## src/rtl/duty_ramp_ctrl.sv

```systemverilog
// -----------------------------------------------------------------------------
// duty_ramp_ctrl
//
// Purpose:
//   Slew-rate limiter for a PWM duty value. A free-running R-bit counter
//   defines a PWM period of 2**R clocks. A requested target duty is accepted
//   while idle. The output duty then moves toward it by at most STEP per
//   period. Duty only changes on the edge where the counter wraps to 0, so
//   the downstream PWM never sees a mid-period duty change.
//
// Parameters:
//   R     - duty / period counter width (period = 2**R clocks)
//   STEP  - maximum duty change per period (1 .. 2**R-1)
//   DMAX  - target ceiling, only honoured when DUTY_RAMP_CLAMP_EN is defined
//
// Optional feature macro:
//   DUTY_RAMP_CLAMP_EN - when defined, an accepted target is clamped to DMAX.
//                        When undefined, the target is latched unmodified.
//
// Ports:
//   clk          in   single clock, rising edge
//   reset_n      in   asynchronous active-low reset
//   tgt_duty     in   [R-1:0] requested target duty
//   tgt_valid    in   target request strobe
//   tgt_ready    out  high while idle (a request is accepted this cycle)
//   duty         out  [R-1:0] registered duty for the PWM
//   busy         out  high while ramping
//   period_tick  out  registered pulse during the last clock of each period
// -----------------------------------------------------------------------------
module duty_ramp_ctrl #(
    parameter int R    = 8,
    parameter int STEP = 1,
    parameter int DMAX = 2**R - 1
) (
    input  logic         clk,
    input  logic         reset_n,
    input  logic [R-1:0] tgt_duty,
    input  logic         tgt_valid,
    output logic         tgt_ready,
    output logic [R-1:0] duty,
    output logic         busy,
    output logic         period_tick
);

    typedef enum logic {
        ST_IDLE = 1'b0,
        ST_RAMP = 1'b1
    } state_t;

    localparam logic [R-1:0] CNT_MAX = {R{1'b1}};
    localparam logic [R:0]   STEP_W  = (R+1)'(STEP);

    state_t       state_q,  state_d;
    logic [R-1:0] cnt_q,    cnt_d;
    logic         tick_q,   tick_d;
    logic [R-1:0] duty_q,   duty_d;
    logic [R-1:0] target_q, target_d;

    logic [R-1:0] lat_duty;
    logic         boundary;
    logic [R:0]   up_sum;
    logic [R:0]   dn_diff;
    logic [R:0]   tgt_w;
    logic [R-1:0] ramp_next;

    // Value that would be latched as the new target on acceptance.
`ifdef DUTY_RAMP_CLAMP_EN
    localparam logic [R-1:0] DMAX_W = R'(DMAX);
    always_comb lat_duty = (tgt_duty > DMAX_W) ? DMAX_W : tgt_duty;
`else
    always_comb lat_duty = tgt_duty;
`endif

    // The period boundary is the edge on which cnt wraps to 0.
    assign boundary = (cnt_q == CNT_MAX);

    // One extra bit so the step can neither overflow past 2**R-1 nor
    // underflow below 0. Any underflow shows up as bit R set in dn_diff.
    assign up_sum  = {1'b0, duty_q} + STEP_W;
    assign dn_diff = {1'b0, duty_q} - STEP_W;
    assign tgt_w   = {1'b0, target_q};

    always_comb begin
        ramp_next = target_q;
        if (target_q > duty_q) begin
            ramp_next = (up_sum >= tgt_w) ? target_q : up_sum[R-1:0];
        end else if (target_q < duty_q) begin
            ramp_next = (dn_diff[R] || (dn_diff <= tgt_w)) ? target_q : dn_diff[R-1:0];
        end
    end

    always_comb begin
        state_d  = state_q;
        duty_d   = duty_q;
        target_d = target_q;
        cnt_d    = cnt_q + R'(1);
        // Registered tick: high during the clock in which cnt_q == CNT_MAX.
        tick_d   = (cnt_d == CNT_MAX);

        case (state_q)
            ST_IDLE: begin
                // No step is applied on the acceptance edge, even when it
                // coincides with a boundary. Ramping starts at the next one.
                if (tgt_valid) begin
                    target_d = lat_duty;
                    if (lat_duty != duty_q) begin
                        state_d = ST_RAMP;
                    end
                end
            end
            ST_RAMP: begin
                if (boundary) begin
                    duty_d = ramp_next;
                    if (ramp_next == target_q) begin
                        state_d = ST_IDLE;
                    end
                end
            end
            default: state_d = ST_IDLE;
        endcase
    end

    always_ff @(posedge clk or negedge reset_n) begin
        if (!reset_n) begin
            state_q  <= ST_IDLE;
            cnt_q    <= '0;
            tick_q   <= 1'b0;
            duty_q   <= '0;
            target_q <= '0;
        end else begin
            state_q  <= state_d;
            cnt_q    <= cnt_d;
            tick_q   <= tick_d;
            duty_q   <= duty_d;
            target_q <= target_d;
        end
    end

    assign tgt_ready   = (state_q == ST_IDLE);
    assign busy        = (state_q == ST_RAMP);
    assign duty        = duty_q;
    assign period_tick = tick_q;

endmodule

```

## config.mk

```make
export PLATFORM = sky130hd
export DESIGN_NAME = duty_ramp_ctrl
export DESIGN_NICKNAME = d
export VERILOG_FILES = /design/src/rtl/duty_ramp_ctrl.sv
export SDC_FILE = /design/constraint.sdc
export NUM_CORES = 1
export LEC_CHECK = 0
export BUFFER_PORTS_ARGS = -buffer_cell sky130_fd_sc_hd__buf_2
export CAP_MARGIN = 20
export CORE_UTILIZATION = 45
export DETAILED_ROUTE_END_ITERATION = 6
export HOLD_SLACK_MARGIN = 0.06
export PLACE_DENSITY = 0.64
export SYNTH_ARGS = -nofsm -noshare
export SYNTH_HDL_FRONTEND = slang
export SYNTH_SLANG_ARGS = --single-unit
```

## constraint.sdc

```tcl
create_clock -name clk -period 3.7 [get_ports clk]
set_input_delay 0.74 -clock clk [delete_from_list [all_inputs] [get_ports clk]]
set_output_delay 0.74 -clock clk [all_outputs]
set_load 0.1 [all_outputs]
```

==> flow_summary.yaml <==
cts:
  clock-sinks: 26
  ctsHtreeMaxLevel: 1
  cts_tree: "done"
  cts_resized: 0
  clk_latency_ns: 0.27
  clk_pin_slew_worst_paths_ns: 0.09
  cts_hold_buffers: 0
  cts_buffers: 3
  clockBufferDepth: 2
  postCtsSetupRepairBufs: 0
  cts-root-buf: "clkbuf_8"
critical_path:
  cp_max_fo: 10
  ff2ff_setup_slack_ns: 0.19
  rr_endpoint: "duty[6]$_DFFE_PN0P_"
  crit_buf_inv: 1
  path_delay_family: "compound AO/OA/AOI/OAI gates"
  cp.required_ns: 3.83
  slowest_delay_ns: 0.53
  arrival_ns: 3.64
  timing.rr.start: "duty[0]$_DFFE_PN0P_"
  cp_cell_sequence: "inv_1 -> ha_1 -> nand2b_1 -> nor4_1 -> xnor2_1 -> ha_1 -> a22o_1 -> nor4_1 -> a211oi_1 -> nand4_1 -> o221ai_1 -> o22ai_1"
  worst-setup-path-type: "reg2reg"
  startpoint_type: "flop"
  cp_slowest_cell: "dfrtp_1"
  end_kind: "flop"
  r2r_cells: 12
final_layout:
  fin_cells: 341
  area_growth_pct: 9.91
  final_common_cell: "xnor2_1"
  diodes: 0
  fin_area_um2: 2510
  multiInputGateArea_um2: 1490
  final_util: 0.521
  drive_gt1_frac: 0.131
  seq_area_um2: 651
  fin_nets: 313
  final_cell_mix: "xnor2_1, ha_1, dfrtp_1, buf_2, inv_1"
  nFillCells: 486
synthesis:
  netlist_area_um2: 2280
  synth_edf_count: 0
  seq_area_frac_synth: 0.285
  yosysWarnings: 0
  ys.flop_type: "dfrtp_1"
  synthCells: 255
  synth_seq_cells: 26
  ys_async_sr_fraction: 1.00
  syn_nets: 293
  syn_avg_cell_area_um2: 8.96
  synth_cell_type_count: 51
placement:
  place_hpwl_mm: 4.68
  placed_cell_area_um2: 2430
  dp_cells: 336
  dp_slack_ns: 0.293
  routabilityCongestion: 0.846
  io_buffers: 21
run:
  maxCapViolCount: 0
global_route:
  grtUsageTotal: 0.243
  grt_pass1_vias: 1970
  grt_max_degree: 27
  grt_pass1_wl_mm: 9.76
  antenna_found_initial: 0
  grt_overflow: 0
sta:
  fin_setup_tns_ns: 0
  hold_viol: 0
  final_max_slew_viol_count: 0
  setup_ws_ns: 0.187
  fin_skew_ns: 0.000718
  tightestPinTransition_ns: 1.10
  post-route-min-period_ns: 3.51
  slew_headroom: 0.262
  setup_viol: 0
  fin_crit_sh: 0.950
  rsz0062_at_grt: "false"
  max_freq_mhz: 285
outcome:
  status: "completed"
power:
  peakVddDrop_v: 0.000229
  p_per_area_nw_per_um2: 249
  leakage_nw: 1.11
floorplan:
  core_area_um2: 4820
  die_h_um: 73.3
  dieArea_um2: 5370
  die_width_um: 73.3
  io_pins: 22
  initial_core_util: 0.474
  std_cell_rows: 25
route:
  vias: 1990
  viasPerCell: 5.84
  drtPass1Iterations: 4
  drt_wl_total_mm: 5.99
  drt-initial-drc-count: 165
  antenna_left: 0
  drc: 0
  wl_per_cell_um: 17.6
min_path:
  min_path_type: "in2async"
cell usage after synthesis (5+ instances only):
cell type | n | area, um^2
nand2_1 | 15 | 56.3
nand2b_1 | 5 | 31.3
xor2_1 | 9 | 78.8
nor3_1 | 8 | 40.0
nor2_1 | 11 | 41.3
o221ai_1 | 6 | 52.6
nand4_1 | 7 | 43.8
ha_1 | 27 | 338
inv_1 | 19 | 71.3
o22ai_1 | 7 | 43.8
o21ai_0 | 10 | 50.1
xnor2_1 | 28 | 245
nand3_1 | 11 | 55.1
dfrtp_1 | 26 | 651
a21oi_1 | 6 | 30.0
layer usage:
layer | part of all wire | wire length [um] | GRT usage | vias up
li1 | - | - | - | 971
met1 | 0.45 | 2670 | 0.328 | 941
met2 | 0.47 | 2810 | 0.401 | 66
met3 | 0.059 | 353 | 0.0329 | 12
met4 | 0.026 | 153 | 0.0763 | 0
met5 | 0 | 0 | 0 | -
where the power goes:
group,internal [W],leakage (nW),switching (W),total [W]
logic,0.0000355,0.750,0.0000515,0.0000871
registers,0.000289,0.320,0.0000104,0.000300
clock network,0.000145,0.0357,0.0000942,0.000239
total,0.000470,1.11,0.000156,0.000626
sequential cells by signal, indices dropped and copies added (netlist names):
name and flops:
duty 8, target_q 8, busy 1, cnt_q 8
period_tick 1
worst register-to-register path, stage by stage (launching register included):
cell	delay, ns
dfrtp_1	0.53
inv_1	0.18
ha_1	0.30
nand2b_1	0.15
nor4_1	0.25
xnor2_1	0.21
ha_1	0.36
a22o_1	0.15
nor4_1	0.05
a211oi_1	0.27
nand4_1	0.43
o221ai_1	0.38
o22ai_1	0.10
cell families (layout without fill, tap and decap cells):
kind of cell,after synthesis,count (layout),synth area share
DFF,26,26,0.285
AOI/OAI and AO/OA,55,55,0.171
and+or+nand+nor,78,78,0.187
xor gates and xnor gates,37,37,0.142
buffers and inverters,31,50,0.0624
adders and majority gates,27,27,0.148
muxes,1,1,0.00438
through the flow:
stage	hold slack, ns	total power, W
finish	0.465	0.000626
global route	0.517	0.000651
CTS	0.489	0.000629
detailed placement	0.482	0.000391
global placement	0.480	0.000391
floorplan	0.444	0.000358
final cells by class:
| type | count | share of cell area |
|---|---|---|
| repair buffers | 25 | 0.0538 |
| multi-input cells | 198 | 0.594 |
| clock buffers | 3 | 0.0164 |
| well taps | 67 | 0.0334 |
| flip-flops and latches | 26 | 0.259 |
| clock inverters | 1 | 0.0120 |
| inverters | 21 | 0.0314 |
worst max-delay path by stage:
stage / from / end / cells after the start
after global placement: duty[0]$_DFFE_PN0P_ / duty[5]$_DFFE_PN0P_ / 12
after floorplan: duty[0]$_DFFE_PN0P_ / duty[0]$_DFFE_PN0P_ / 14
after global routing: duty[0]$_DFFE_PN0P_ / duty[6]$_DFFE_PN0P_ / 12
after detailed placement: duty[0]$_DFFE_PN0P_ / duty[6]$_DFFE_PN0P_ / 12
final: duty[0]$_DFFE_PN0P_ / duty[6]$_DFFE_PN0P_ / 12
after CTS: duty[0]$_DFFE_PN0P_ / duty[6]$_DFFE_PN0P_ / 12
Note: power is estimated with default switching activity, not from simulation.
